==> src/rtl/scbd_feeder_rr_if.sv <==
`default_nettype none
// ============================================================================
// Module   : scbd_feeder_rr_if
// Brief    : Wavepool-to-scoreboard feeder bus. Carries the per-wavefront
//            status vectors, the half-slot credit strobe and the registered
//            feed valid/ready handshake with its credit status.
// Revision : 1.0 - initial release
// ============================================================================
interface scbd_feeder_rr_if #(
    parameter int NUM_WF = 40,
    parameter int WFID_W = 6
);
    logic [NUM_WF-1:0] valid_wf;
    logic [NUM_WF-1:0] q_empty;
    logic [NUM_WF-1:0] q_reset;
    logic [NUM_WF-1:0] issue_vacant;
    logic              ins_half_reqd;
    logic [WFID_W-1:0] ins_half_wfid;
    logic              feed_ready;
    logic              feed_valid;
    logic [WFID_W-1:0] feed_wfid;
    logic [NUM_WF-1:0] hungry;

    // Wavepool / issue side: drives status and consumes the feed
    modport master (
        output valid_wf, q_empty, q_reset, issue_vacant,
        output ins_half_reqd, ins_half_wfid, feed_ready,
        input  feed_valid, feed_wfid, hungry
    );

    // Feeder side
    modport slave (
        input  valid_wf, q_empty, q_reset, issue_vacant,
        input  ins_half_reqd, ins_half_wfid, feed_ready,
        output feed_valid, feed_wfid, hungry
    );
endinterface
`default_nettype wire

==> src/rtl/scbd_feeder_rr.sv <==
`default_nettype none
// ============================================================================
// Module   : scbd_feeder_rr
// Brief    : Wavefront feeder between the wavepool instruction queues and the
//            scoreboard/issue stage. Tracks per-wavefront saturating credits
//            for free scoreboard slots and presents one eligible wavefront ID
//            per cycle on a registered valid/ready output.
//            Macro SCBD_FEEDER_RR_EN: defined -> round-robin arbitration,
//            undefined -> fixed priority (lowest eligible index wins).
// Revision : 1.0 - initial release
// ============================================================================
module scbd_feeder_rr #(
    parameter int NUM_WF     = 40,
    parameter int WFID_W     = 6,
    parameter int CREDIT_W   = 2,
    parameter int MAX_CREDIT = 2
) (
    input  wire logic        clk,
    input  wire logic        rst,
    scbd_feeder_rr_if.slave  bus
);

    localparam int                  c_sum_w      = CREDIT_W + 2;
    localparam logic [CREDIT_W-1:0] c_max_credit = CREDIT_W'(MAX_CREDIT);
    localparam logic [c_sum_w-1:0]  c_max_wide   = c_sum_w'(MAX_CREDIT);
    localparam logic [WFID_W-1:0]   c_last_wf    = WFID_W'(NUM_WF - 1);

    logic [CREDIT_W-1:0] r_credit     [NUM_WF];
    logic [CREDIT_W-1:0] w_credit_nxt [NUM_WF];
    logic                r_feed_valid;
    logic [WFID_W-1:0]   r_feed_wfid;

    logic [NUM_WF-1:0]   w_eligible;
    logic [NUM_WF-1:0]   w_grant;
    logic [NUM_WF-1:0]   w_half_hit;
    logic [NUM_WF-1:0]   w_hungry;
    logic                w_load;
    logic                w_any;
    logic                w_cancel;
    logic [WFID_W-1:0]   w_winner;

    // Lowest set index of a request vector; returns 0 for an empty vector,
    // callers qualify the result with their own "any" flag.
    function automatic logic [WFID_W-1:0] f_lowest(input logic [NUM_WF-1:0] vec);
        logic [WFID_W-1:0] w_idx;
        w_idx = '0;
        for (int i = NUM_WF - 1; i >= 0; i--) begin
            if (vec[i]) begin
                w_idx = WFID_W'(i);
            end
        end
        return w_idx;
    endfunction

    // Per-wavefront eligibility, credit status and half-slot strobe decode.
    // An out-of-range ins_half_wfid never matches any slot, so it is ignored.
    always_comb begin
        for (int i = 0; i < NUM_WF; i++) begin
            w_hungry[i]   = (r_credit[i] != '0);
            w_eligible[i] = (r_credit[i] != '0) & ~bus.q_empty[i]
                          & bus.valid_wf[i] & ~bus.q_reset[i];
            w_half_hit[i] = bus.ins_half_reqd & (bus.ins_half_wfid == WFID_W'(i));
        end
    end

    // The output register may take a new entry when empty or being drained
    assign w_load = ~r_feed_valid | bus.feed_ready;
    assign w_any  = |w_eligible;

`ifdef SCBD_FEEDER_RR_EN
    logic [WFID_W-1:0] r_rr_ptr;
    logic [NUM_WF-1:0] w_upper_elig;

    // Round-robin pick: lowest eligible at or above the pointer, else wrap
    // around to the lowest eligible overall.
    always_comb begin
        for (int i = 0; i < NUM_WF; i++) begin
            w_upper_elig[i] = w_eligible[i] & (i >= int'(r_rr_ptr));
        end
        w_winner = (|w_upper_elig) ? f_lowest(w_upper_elig) : f_lowest(w_eligible);
    end

    // Pointer moves just past each accepted winner, wrapping at the last slot
    always_ff @(posedge clk) begin
        if (!rst) begin
            r_rr_ptr <= '0;
        end else if (w_load && w_any) begin
            r_rr_ptr <= (w_winner == c_last_wf) ? '0 : w_winner + 1'b1;
        end
    end
`else
    // Fixed priority pick: lowest eligible index wins
    always_comb begin
        w_winner = f_lowest(w_eligible);
    end
`endif

    // One-hot grant: only when the output register actually takes the winner
    always_comb begin
        for (int i = 0; i < NUM_WF; i++) begin
            w_grant[i] = w_load & w_any & (w_winner == WFID_W'(i));
        end
    end

    // A flush of the wavefront sitting stalled in the output register
    // withdraws that entry before it can be transferred.
    always_comb begin
        w_cancel = 1'b0;
        for (int i = 0; i < NUM_WF; i++) begin
            if ((r_feed_wfid == WFID_W'(i)) && bus.q_reset[i]) begin
                w_cancel = 1'b1;
            end
        end
        w_cancel = w_cancel & r_feed_valid & ~bus.feed_ready;
    end

    // Credit next-state: flush reloads the ceiling; otherwise both increments
    // and the grant decrement combine in a wider sum before saturating, so a
    // +2/-1 cycle nets +1 and never wraps.
    always_comb begin
        logic [c_sum_w-1:0] w_sum;
        for (int i = 0; i < NUM_WF; i++) begin
            w_sum = c_sum_w'(r_credit[i])
                  + c_sum_w'(bus.issue_vacant[i])
                  + c_sum_w'(w_half_hit[i]);
            if (w_grant[i] && (w_sum != '0)) begin
                w_sum = w_sum - 1'b1;
            end
            if (bus.q_reset[i]) begin
                w_credit_nxt[i] = c_max_credit;
            end else if (w_sum > c_max_wide) begin
                w_credit_nxt[i] = c_max_credit;
            end else begin
                w_credit_nxt[i] = w_sum[CREDIT_W-1:0];
            end
        end
    end

    // Credit registers
    always_ff @(posedge clk) begin
        if (!rst) begin
            for (int i = 0; i < NUM_WF; i++) begin
                r_credit[i] <= c_max_credit;
            end
        end else begin
            for (int i = 0; i < NUM_WF; i++) begin
                r_credit[i] <= w_credit_nxt[i];
            end
        end
    end

    // Output register: load a winner, drain to empty, hold under backpressure
    // or drop a stalled entry whose wavefront was flushed.
    always_ff @(posedge clk) begin
        if (!rst) begin
            r_feed_valid <= 1'b0;
            r_feed_wfid  <= '0;
        end else if (w_load) begin
            if (w_any) begin
                r_feed_valid <= 1'b1;
                r_feed_wfid  <= w_winner;
            end else begin
                r_feed_valid <= 1'b0;
            end
        end else if (w_cancel) begin
            r_feed_valid <= 1'b0;
        end
    end

    assign bus.feed_valid = r_feed_valid;
    assign bus.feed_wfid  = r_feed_wfid;
    assign bus.hungry     = w_hungry;

endmodule
`default_nettype wire

==> src/flat_wrapper.sv <==
// flat-port wrapper written by rule: the top's interface ports become plain ports
module scbd_feeder_rr_flat 
#(
    parameter int NUM_WF     = 40,
    parameter int WFID_W     = 6,
    parameter int CREDIT_W   = 2,
    parameter int MAX_CREDIT = 2
)
  (clk, rst, bus_valid_wf, bus_q_empty, bus_q_reset, bus_issue_vacant, bus_ins_half_reqd, bus_ins_half_wfid, bus_feed_ready, bus_feed_valid, bus_feed_wfid, bus_hungry);
  scbd_feeder_rr_if #(.NUM_WF(NUM_WF), .WFID_W(WFID_W)) bus_i ();
  input  wire logic clk;
  input  wire logic rst;
  input wire logic [$bits(bus_i.valid_wf)-1:0] bus_valid_wf;
  input wire logic [$bits(bus_i.q_empty)-1:0] bus_q_empty;
  input wire logic [$bits(bus_i.q_reset)-1:0] bus_q_reset;
  input wire logic [$bits(bus_i.issue_vacant)-1:0] bus_issue_vacant;
  input wire logic [$bits(bus_i.ins_half_reqd)-1:0] bus_ins_half_reqd;
  input wire logic [$bits(bus_i.ins_half_wfid)-1:0] bus_ins_half_wfid;
  input wire logic [$bits(bus_i.feed_ready)-1:0] bus_feed_ready;
  output wire logic [$bits(bus_i.feed_valid)-1:0] bus_feed_valid;
  output wire logic [$bits(bus_i.feed_wfid)-1:0] bus_feed_wfid;
  output wire logic [$bits(bus_i.hungry)-1:0] bus_hungry;
  assign bus_i.valid_wf = bus_valid_wf;
  assign bus_i.q_empty = bus_q_empty;
  assign bus_i.q_reset = bus_q_reset;
  assign bus_i.issue_vacant = bus_issue_vacant;
  assign bus_i.ins_half_reqd = bus_ins_half_reqd;
  assign bus_i.ins_half_wfid = bus_ins_half_wfid;
  assign bus_i.feed_ready = bus_feed_ready;
  assign bus_feed_valid = bus_i.feed_valid;
  assign bus_feed_wfid = bus_i.feed_wfid;
  assign bus_hungry = bus_i.hungry;
  scbd_feeder_rr #(.NUM_WF(NUM_WF), .WFID_W(WFID_W), .CREDIT_W(CREDIT_W), .MAX_CREDIT(MAX_CREDIT)) u_core (.clk(clk), .rst(rst), .bus(bus_i));
endmodule
==> config.mk <==
export PLATFORM = sky130hd
export DESIGN_NAME = scbd_feeder_rr_flat
export DESIGN_NICKNAME = d
export VERILOG_FILES = /design/src/rtl/scbd_feeder_rr_if.sv /design/src/rtl/scbd_feeder_rr.sv /design/src/flat_wrapper.sv
export SDC_FILE = /design/constraint.sdc
export NUM_CORES = 1
export LEC_CHECK = 0
export ABC_AREA = 1
export CORE_UTILIZATION = 45
export CTS_CLUSTER_DIAMETER = 150
export DETAILED_ROUTE_END_ITERATION = 7
export PLACE_DENSITY = 0.76
export SYNTH_ARGS = -nofsm -noshare
export SYNTH_HDL_FRONTEND = slang
export SYNTH_SLANG_ARGS = --single-unit
==> constraint.sdc <==
create_clock -name clk -period 6.2 [get_ports clk]
set_input_delay 1.24 -clock clk [delete_from_list [all_inputs] [get_ports clk]]
set_output_delay 1.24 -clock clk [all_outputs]
set_load 0.01 [all_outputs]
After elaboration in Yosys (flattened, before gate mapping)
Memory sizes are Yosys's and may differ from the RTL's.
Index checks and enable logic that the tools add are counted.
{"block": "totals", "input_bits": 170, "output_inout_bits": 47, "word_cells": 1017, "register_bits": 7, "mem_bits_rw": 80, "n_memories": 1}
{"block": "classes", "n_bitwise": 326, "mux": 245, "n_reduce_logical": 166, "addsub": 120, "eq_ne": 117, "n_lt_le_gt_ge": 40}
{"name": "u_core.r_credit", "depth": 40, "word_bits": 2, "read_ports": 40, "rd_clocked_by_memory_dff": 0, "wr": 40, "line_no": "scbd_feeder_rr.sv:28", "source": "logic [CREDIT_W-1:0] r_credit [NUM_WF];"}
{"op": "equality test 6 x 5 -> 1 bit (second input constant)", "n": 48}
{"op": "two-way mux 2 bit", "n": 120}
{"op": "two-way mux 6 bit", "n": 40}
{"op": "AND 1 bit", "n": 203}
{"op": "adder 4 x 1 -> 4 bit", "n": 40}
{"op": "> comparator 4 x 2 -> 1 bit (second input constant)", "n": 40}
{"op": "two-way mux 4 bit", "n": 40}
{"op": "nonzero test 4 bit", "n": 40}
{"op": "subtractor 4 x 1 -> 4 bit (second input constant)", "n": 40}
{"op": "equality test 6 x 4 -> 1 bit (second input constant)", "n": 24}
{"op": "equality test 6 bit (second input constant)", "n": 24}
{"op": "adder 2 x 1 -> 3 bit", "n": 40}
{"op": "inverter 1 bit", "n": 82}
{"op": "nonzero test 2 bit", "n": 41}
{"op": "logical AND 1 bit", "n": 80}
{"op": "equality test 6 x 3 -> 1 bit (second input constant)", "n": 12}
{"op": "two-way mux 1 bit", "n": 45}
{"op": "OR 1 bit", "n": 41}
{"op": "OR reduction 40 bit", "n": 1}
{"op": "equality test 6 x 2 -> 1 bit (second input constant)", "n": 6}
{"op": "equality test 6 x 1 -> 1 bit (second input constant)", "n": 3}
{"op": "logical NOT 6 bit", "n": 3}
{"op": "AND reduction 2 bit", "n": 1}

Logic depth before layout (Yosys ltp)
Gate-level depths: netlist (run 1).
An unclocked memory read counts as a cell.
{"block": "logic_depth", "depth_word": 53, "mapped_depth": 50, "depth_no_buf": 49}

Worst setup path after synthesis (run 1)
OpenSTA, ideal clock, no wires.
{"block": "synth_timing", "path_type": "in2reg", "start": "input bus_q_empty[37]", "end": "memory u_core.r_credit[31][0], in the netlist u_core.r_credit[0][62]", "required_ns": 6.138, "path_slack_ns": 2.220, "t_arrival_ns": 3.918, "n_path_buf": 0, "setup_ns": 0.062, "stages": 47, "path_cell_list": "nor3b_2 -> nand2_2 -> nand2_1 -> nand2_1 -> nand2_1 -> nand2_1 -> nand2_1 -> nand2_1 -> nand2_1 -> nand2_1 -> nand2_1 -> nand2_1 -> nand2_1 -> nand2_1 -> nand2_1 -> nand2_1 -> nand2_1 -> nand2_1 -> (+11 left out) -> nand2_1 -> nand2_1 -> nand2_1 -> nand2_1 -> nand2_1 -> nand2_1 -> nand2_1 -> nand2_1 -> nand2_2 -> nand2_4 -> nand3_2 -> nor2_4 -> nand3_1 -> nand2_1 -> nand2_1 -> clkinv_1 -> nand3_2 -> nor2_2"}
{"item": "start: declaration", "line_no": "flat_wrapper.sv:14", "source": "input wire logic [$bits(bus_i.q_empty)-1:0] bus_q_empty;"}
{"item": "end: declaration", "line_no": "scbd_feeder_rr.sv:28"}

==> flow_metrics.env, run 1 <==
export IMPL_setup_worst_path_class="primary input to flip-flop"
export IMPL_worstSkewPairLatency_ps=360
export IMPL_ys_seq_area_share_pct=15.4
export IMPL_critPathSlowestCell="sky130_fd_sc_hd__clkdlybuf4s50_1"
export IMPL_post_synth_num_cell_types=47
export IMPL_cts_setup_buffers=0
export IMPL_hold_path_class="flip-flop to flip-flop"
export IMPL_cts_hold_repair_buffers=0
export IMPL_max_clock_path_buffers=2
export IMPL_final_util_pct=58.1
export IMPL_report_final_hold_viol_count=0
export IMPL_design_die_area_um2=25700
export IMPL_critPathMostFrequentCell="sky130_fd_sc_hd__nand2_1"
export IMPL_clock_tree_htree_level_count=3
export IMPL_die_width_um=160
export IMPL_slew_headroom_pct=25.2
export IMPL_port_buffers=216
export IMPL_maxCapViolations=0
export IMPL_leakagePower_uw=0.00698
export IMPL_avgSynthCellArea_um2=6.63
export IMPL_drt_initial_drc_count=1008
export IMPL_insertedDiodeCount=0
export IMPL_final_layout_size_suffix_gt1_share_pct=6.41
export IMPL_drt_total_wl_mm=36.7
export IMPL_max_clock_freq_mhz=208
export IMPL_cts_tree="done"
export IMPL_die_height_um=160
export IMPL_final_max_slew_viol_count=0
export IMPL_area_growth_syn_to_layout_pct=25.8
export IMPL_root_buffer="sky130_fd_sc_hd__clkbuf_16"
export IMPL_synth_top_cell_area_share_pct=17.7
export IMPL_post_cts_resized_instances=0
export IMPL_grt_first_pass_wirelength_mm=58.0
export IMPL_drc=0
export IMPL_max_stage_delay_ps=500
export IMPL_finalCriticalPeriod_ps=4820
export IMPL_most_common_layout_cells="386 x sky130_fd_sc_hd__inv_1, 274 x sky130_fd_sc_hd__nand2_1, 220 x sky130_fd_sc_hd__nor2_1"
export IMPL_syn_instance_count=1702
export IMPL_ys_top_cells_by_area="sky130_fd_sc_hd__ha_1 18%, sky130_fd_sc_hd__dfxtp_1 15%, sky130_fd_sc_hd__inv_1 13%"
export IMPL_mappedNetlistNets=2072
export IMPL_number_of_placement_rows=57
export IMPL_final_antenna_net_count=0
export IMPL_setup_tns_final_ps=0
export IMPL_top_level_ports=217
export IMPL_power_ir_vdd_worst_mv=0.0780
export IMPL_post_drt_via_cell_ratio=5.33
export IMPL_globalRouteTotalUtil_pct=28.9
export IMPL_final_seq_area_um2=1740
export IMPL_filler_cell_count=2272
export IMPL_finalNetCount=2299
export IMPL_grt_max_degree=37
export IMPL_first_global_vias=11600
export IMPL_dominantRegCellSynth="sky130_fd_sc_hd__dfxtp_1"
export IMPL_postSynthRegisterBits=87
export IMPL_place_inst=2242
export IMPL_start_util_pct=46.2
export IMPL_number_of_clock_buffers_inserted_by_tritoncts=9
export IMPL_numClockSinks=87
export IMPL_worst_setup_path_end_kind="flip-flop"
export IMPL_grt_antenna_before_repair=0
export IMPL_coreArea_um2=24500
export IMPL_timing_critical_path_arrival_ps=5070
export IMPL_gr_total_overflow=0
export IMPL_worst_path_max_fanout=5
export IMPL_worst_endpoint_required_ps=6450
export IMPL_clock_skew_ps=6.10
export IMPL_detailroute_via_count=12000
export IMPL_avgRoutedWirePerCell_um=16.2
export IMPL_layout_cells_most_common="sky130_fd_sc_hd__inv_1"
export IMPL_place_gp_congestion=0.980
export IMPL_status="finished, final reports clean"
export IMPL_ys_async_sr_fraction_pct=0
export IMPL_edff_count_synth=0
export IMPL_multiInputGateArea_um2=8020
export IMPL_setup_viol_count_final=0
export IMPL_timing_worst_slew_pin_value_ps=1120
export IMPL_fin_crit_sh_pct=77.7
export IMPL_post_synth_instance_area_um2=11300
export IMPL_reg2reg_depth=45
export IMPL_final_instance_count_excl_fill=2258
export IMPL_hold_depth=2
export IMPL_hpwl_mm=30.9
export IMPL_crit_path_start_kind="primary input"
export IMPL_ys_warn_count=0
export IMPL_clkSlewWorstSetupHoldPaths_ps=70
export IMPL_cellPowerDensity_nw_per_um2=122
export IMPL_rsz0062_at_grt="false"
export IMPL_drt_pass1_iterations=6
export IMPL_yosys_area_top_type="sky130_fd_sc_hd__ha_1"
==> state kept, by name, summed over array words and instances (netlist names) <==
| register | flops |
|---|---|
| u_core.r_credit | 80 |
| u_core.bus.feed_wfid | 6 |
| u_core.bus.feed_valid | 1 |
==> power breakdown <==
| group | switching (uW) | internal (uW) |
|---|---|---|
| Sequential | 10.1 | 567 |
| Clock | 252 | 345 |
| Combinational | 333 | 229 |
| Total | 595 | 1140 |
==> per-stage QoR <==
stage | setup slack (ps) | instance area (um^2) | hold WS [ps] | power [uW]
final | 1380 | 14200 | 553 | 1740
after global routing | 747 | 14200 | 579 | 1810
after CTS | 1370 | 14200 | 538 | 1730
after global placement | 1090 | 13900 | 508 | 1130
after detailed placement | 997 | 13900 | 527 | 1140
after floorplan | 2220 | 11300 | 519 | 889
==> metal layers <==
metal  vias up  track usage [%]  share of wire, %
met5         -                0                 0
met4         0             10.9               3.8
met3        76             4.93               9.7
met2       518             47.6                45
met1      5532             37.6                42
li1       5913                -                 -
==> cell usage after synthesis (all sizes together), types with 2 or more instances <==
master   number
inv         389
nand2       280
nor2        245
ha          160
nand3       157
dfxtp        87
nand4        74
xor2         52
o21ai        51
fa           40
a21oi        34
or2          28
nor4         27
nor3         24
clkbuf        9
o22ai         7
nand3b        6
buf           5
o2111ai       5
a221oi        4
o211ai        3
a32o          2
clkinv        2
o2bb2ai       2
==> final cells by class <==
cell class / count / area share [%]
multi-input combinational: 1210 / 56.4
timing repair buffer: 230 / 16.0
sequential: 87 / 12.3
inverter: 391 / 10.3
tap: 324 / 2.85
clock buffer: 13 / 1.90
clock inverter: 3 / 0.282
==> cells by family after synthesis <==
group                      Yosys count  synth area share, %
AOI/OAI and AO/OA                  115                 6.01
adders and majority gates          200                 24.8
and+or+nand+nor                    843                 36.1
DFF                                 87                 15.4
xor gates and xnor gates            52                 4.03
buffers and inverters              405                 13.6
==> worst paths after layout <==
kind                            slack, ps                       to                     from
worst min-delay path                  550  u_core.bus.feed_wfid[5]  u_core.bus.feed_wfid[5]
worst min register to register        550  u_core.bus.feed_wfid[5]  u_core.bus.feed_wfid[5]
worst max register to register       2400   u_core.r_credit[0][42]   u_core.r_credit[0][71]
worst max-delay path                 1380   u_core.r_credit[0][42]          bus_q_reset[37]
==> critical path, delay by kind of cell <==
| kind | cells | cell delay, ps |
|---|---|---|
| AND/OR/NAND/NOR | 44 | 3070 |
| AO/OA/AOI/OAI | 1 | 100 |
| buffers and inverters | 2 | 640 |
Note: power is estimated with default switching activity, not from simulation.
==> run 2, diff against run 1 <==
Settings changed: PLACE_DENSITY 0.76 to 0.79.
Clock period 6.2 ns to 3.9 ns, I/O delays scaled along.
==> flow_metrics.env, run 2 (synthesized netlist as in run 1, its figures left out) <==
export IMPL_post_drt_via_cell_ratio=5.41
export IMPL_grt_first_pass_wirelength_mm=60.5
export IMPL_grt_antenna_before_repair=0
export IMPL_setup_worst_path_class="primary input to flip-flop"
export IMPL_worstSkewPairLatency_ps=370
export IMPL_final_layout_size_suffix_gt1_share_pct=18.4
export IMPL_number_of_clock_buffers_inserted_by_tritoncts=9
export IMPL_port_buffers=216
export IMPL_rsz0062_at_grt="true"
export IMPL_drt_total_wl_mm=39.9
export IMPL_failed_checks="setup timing"
export IMPL_crit_path_start_kind="primary input"
export IMPL_post_route_worst_setup_slack_ps=-66.4
export IMPL_worst_path_max_fanout=4
export IMPL_final_antenna_net_count=0
export IMPL_design_die_area_um2=25700
export IMPL_most_common_layout_cells="369 x sky130_fd_sc_hd__inv_1, 261 x sky130_fd_sc_hd__nand2_1, 209 x sky130_fd_sc_hd__nor2_1"
export IMPL_top_level_ports=217
export IMPL_status="finished, violations left"
export IMPL_detailroute_wirelength_met3_mm=4.32
export IMPL_hpwl_mm=31.5
export IMPL_first_global_vias=12400
export IMPL_critPathMostFrequentCell="sky130_fd_sc_hd__nand2_1"
export IMPL_globalRouteTotalUtil_pct=30.0
export IMPL_slew_headroom_pct=27.8
export IMPL_wl_met1_mm=15.3
export IMPL_die_width_um=160
export IMPL_area_growth_syn_to_layout_pct=41.0
export IMPL_max_clock_freq_mhz=252
export IMPL_timing_worst_slew_pin_value_ps=1080
export IMPL_clkSlewWorstSetupHoldPaths_ps=70
export IMPL_multiInputGateArea_um2=8690
export IMPL_numClockSinks=87
export IMPL_drc=0
export IMPL_leakagePower_uw=0.00775
export IMPL_finalNetCount=2425
export IMPL_setup_viol_count_final=8
export IMPL_cts_tree="done"
export IMPL_filler_cell_count=2022
export IMPL_root_buffer="sky130_fd_sc_hd__clkbuf_16"
export IMPL_start_util_pct=46.2
export IMPL_coreArea_um2=24500
export IMPL_maxUsedRoutingLayer="met4"
export IMPL_fin_crit_sh_pct=102
export IMPL_power_ir_vdd_worst_mv=0.214
export IMPL_detailroute_via_count=12900
export IMPL_worst_endpoint_required_ps=4200
export IMPL_gr_total_overflow=0
export IMPL_hold_path_class="flip-flop to flip-flop"
export IMPL_max_stage_delay_ps=480
export IMPL_registers_top_by_ff_count="u_core.r_credit"
export IMPL_cellPowerDensity_nw_per_um2=196
export IMPL_drt_pass1_iterations=7
export IMPL_critPathSlowestCell="sky130_fd_sc_hd__clkdlybuf4s50_1"
export IMPL_finalCriticalPeriod_ps=3970
export IMPL_maxCapViolations=0
export IMPL_number_of_placement_rows=57
export IMPL_report_final_hold_viol_count=0
export IMPL_setup_tns_final_ps=-183
export IMPL_worst_setup_path_end_kind="flip-flop"
export IMPL_place_gp_congestion=0.994
export IMPL_final_max_slew_viol_count=0
export IMPL_drt_initial_drc_count=941
export IMPL_largest_register_ff_count=80
export IMPL_avgRoutedWirePerCell_um=16.8
export IMPL_dr_wl_met2_mm=18.1
export IMPL_holdWs_ps=564
export IMPL_grt_max_degree=35
export IMPL_insertedDiodeCount=0
export IMPL_layout_cells_most_common="sky130_fd_sc_hd__inv_1"
export IMPL_timing_critical_path_arrival_ps=4270
export IMPL_clock_tree_htree_level_count=3
export IMPL_die_height_um=160
export IMPL_clock_skew_ps=9.08
export IMPL_max_clock_path_buffers=2
export IMPL_final_seq_area_um2=1740
## run 2: changes by cell type in the layout (fill, tap and decap cells not counted), moves of 18 or more
| cell | change |
|---|---|
| sky130_fd_sc_hd__nor2_4 | +18 |
| sky130_fd_sc_hd__nand3_2 | +26 |
| sky130_fd_sc_hd__buf_4 | +106 |
| sky130_fd_sc_hd__buf_6 | +20 |
| sky130_fd_sc_hd__nand3_1 | -35 |
| sky130_fd_sc_hd__clkdlybuf4s50_1 | -39 |
## run 2: final timing paths
path,depth (start not counted),end,slack [ps],startpoint
min reg2reg,2,u_core.bus.feed_wfid[4],560,u_core.bus.feed_wfid[4]
min,2,u_core.bus.feed_wfid[4],560,u_core.bus.feed_wfid[4]
max,40,u_core.r_credit[0][4],-70,bus_valid_wf[26]
max reg2reg,48,u_core.r_credit[0][4],60,u_core.r_credit[0][74]
## run 2: metrics by stage
step | total power, uW | setup WS [ps] | util (%) | cells | area, um^2
floorplan | 1410 | 380 | - | 1702 | 11300
global route | 3230 | -411 | 65.1 | 2384 | 15900
finish | 3120 | -66.4 | 65.1 | 2384 | 15900
detailed placement | 1930 | -670 | 59.9 | 2338 | 14700
global placement | 1910 | -589 | 59.9 | 2338 | 14700
CTS | 3020 | -5.31 | 62.7 | 2374 | 15300
## run 2: final cells by class
| type | count | area share [%] |
|---|---|---|
| clock buffer | 12 | 1.67 |
| clock inverter | 4 | 0.479 |
| inverter | 391 | 9.24 |
| multi-input combinational | 1211 | 54.6 |
| sequential | 87 | 10.9 |
| tap | 324 | 2.55 |
| timing repair buffer | 355 | 20.5 |
## run 2: report_power, final
| group | switching [uW] | internal, uW |
|---|---|---|
| Combinational | 637 | 521 |
| Sequential | 16.7 | 901 |
| Clock | 427 | 617 |
| Total | 1080 | 2040 |
## run 2: per-layer routing
| metal | up-vias | track usage [%] |
|---|---|---|
| li1 | 6191 | - |
| met1 | 5904 | 35.3 |
| met2 | 656 | 48.6 |
| met3 | 147 | 7.83 |
| met4 | 0 | 18.2 |
| met5 | - | 0 |
## run 2: timing repair
item | in CTS | in global routing
cloned | 1 | 0
setup buffers | 19 | 12
endpoints found under the hold margin | 0 | 0
pin swaps | 55 | 74
gates resized for setup | 112 | 151
setup endpoints to repair | 80 | 80
hold buffers | 0 | 0
## run 2: critical path: cells and delay by family
family / cells / cell delay, ps
simple gates: 33 / 2390
buf+inv: 7 / 1120
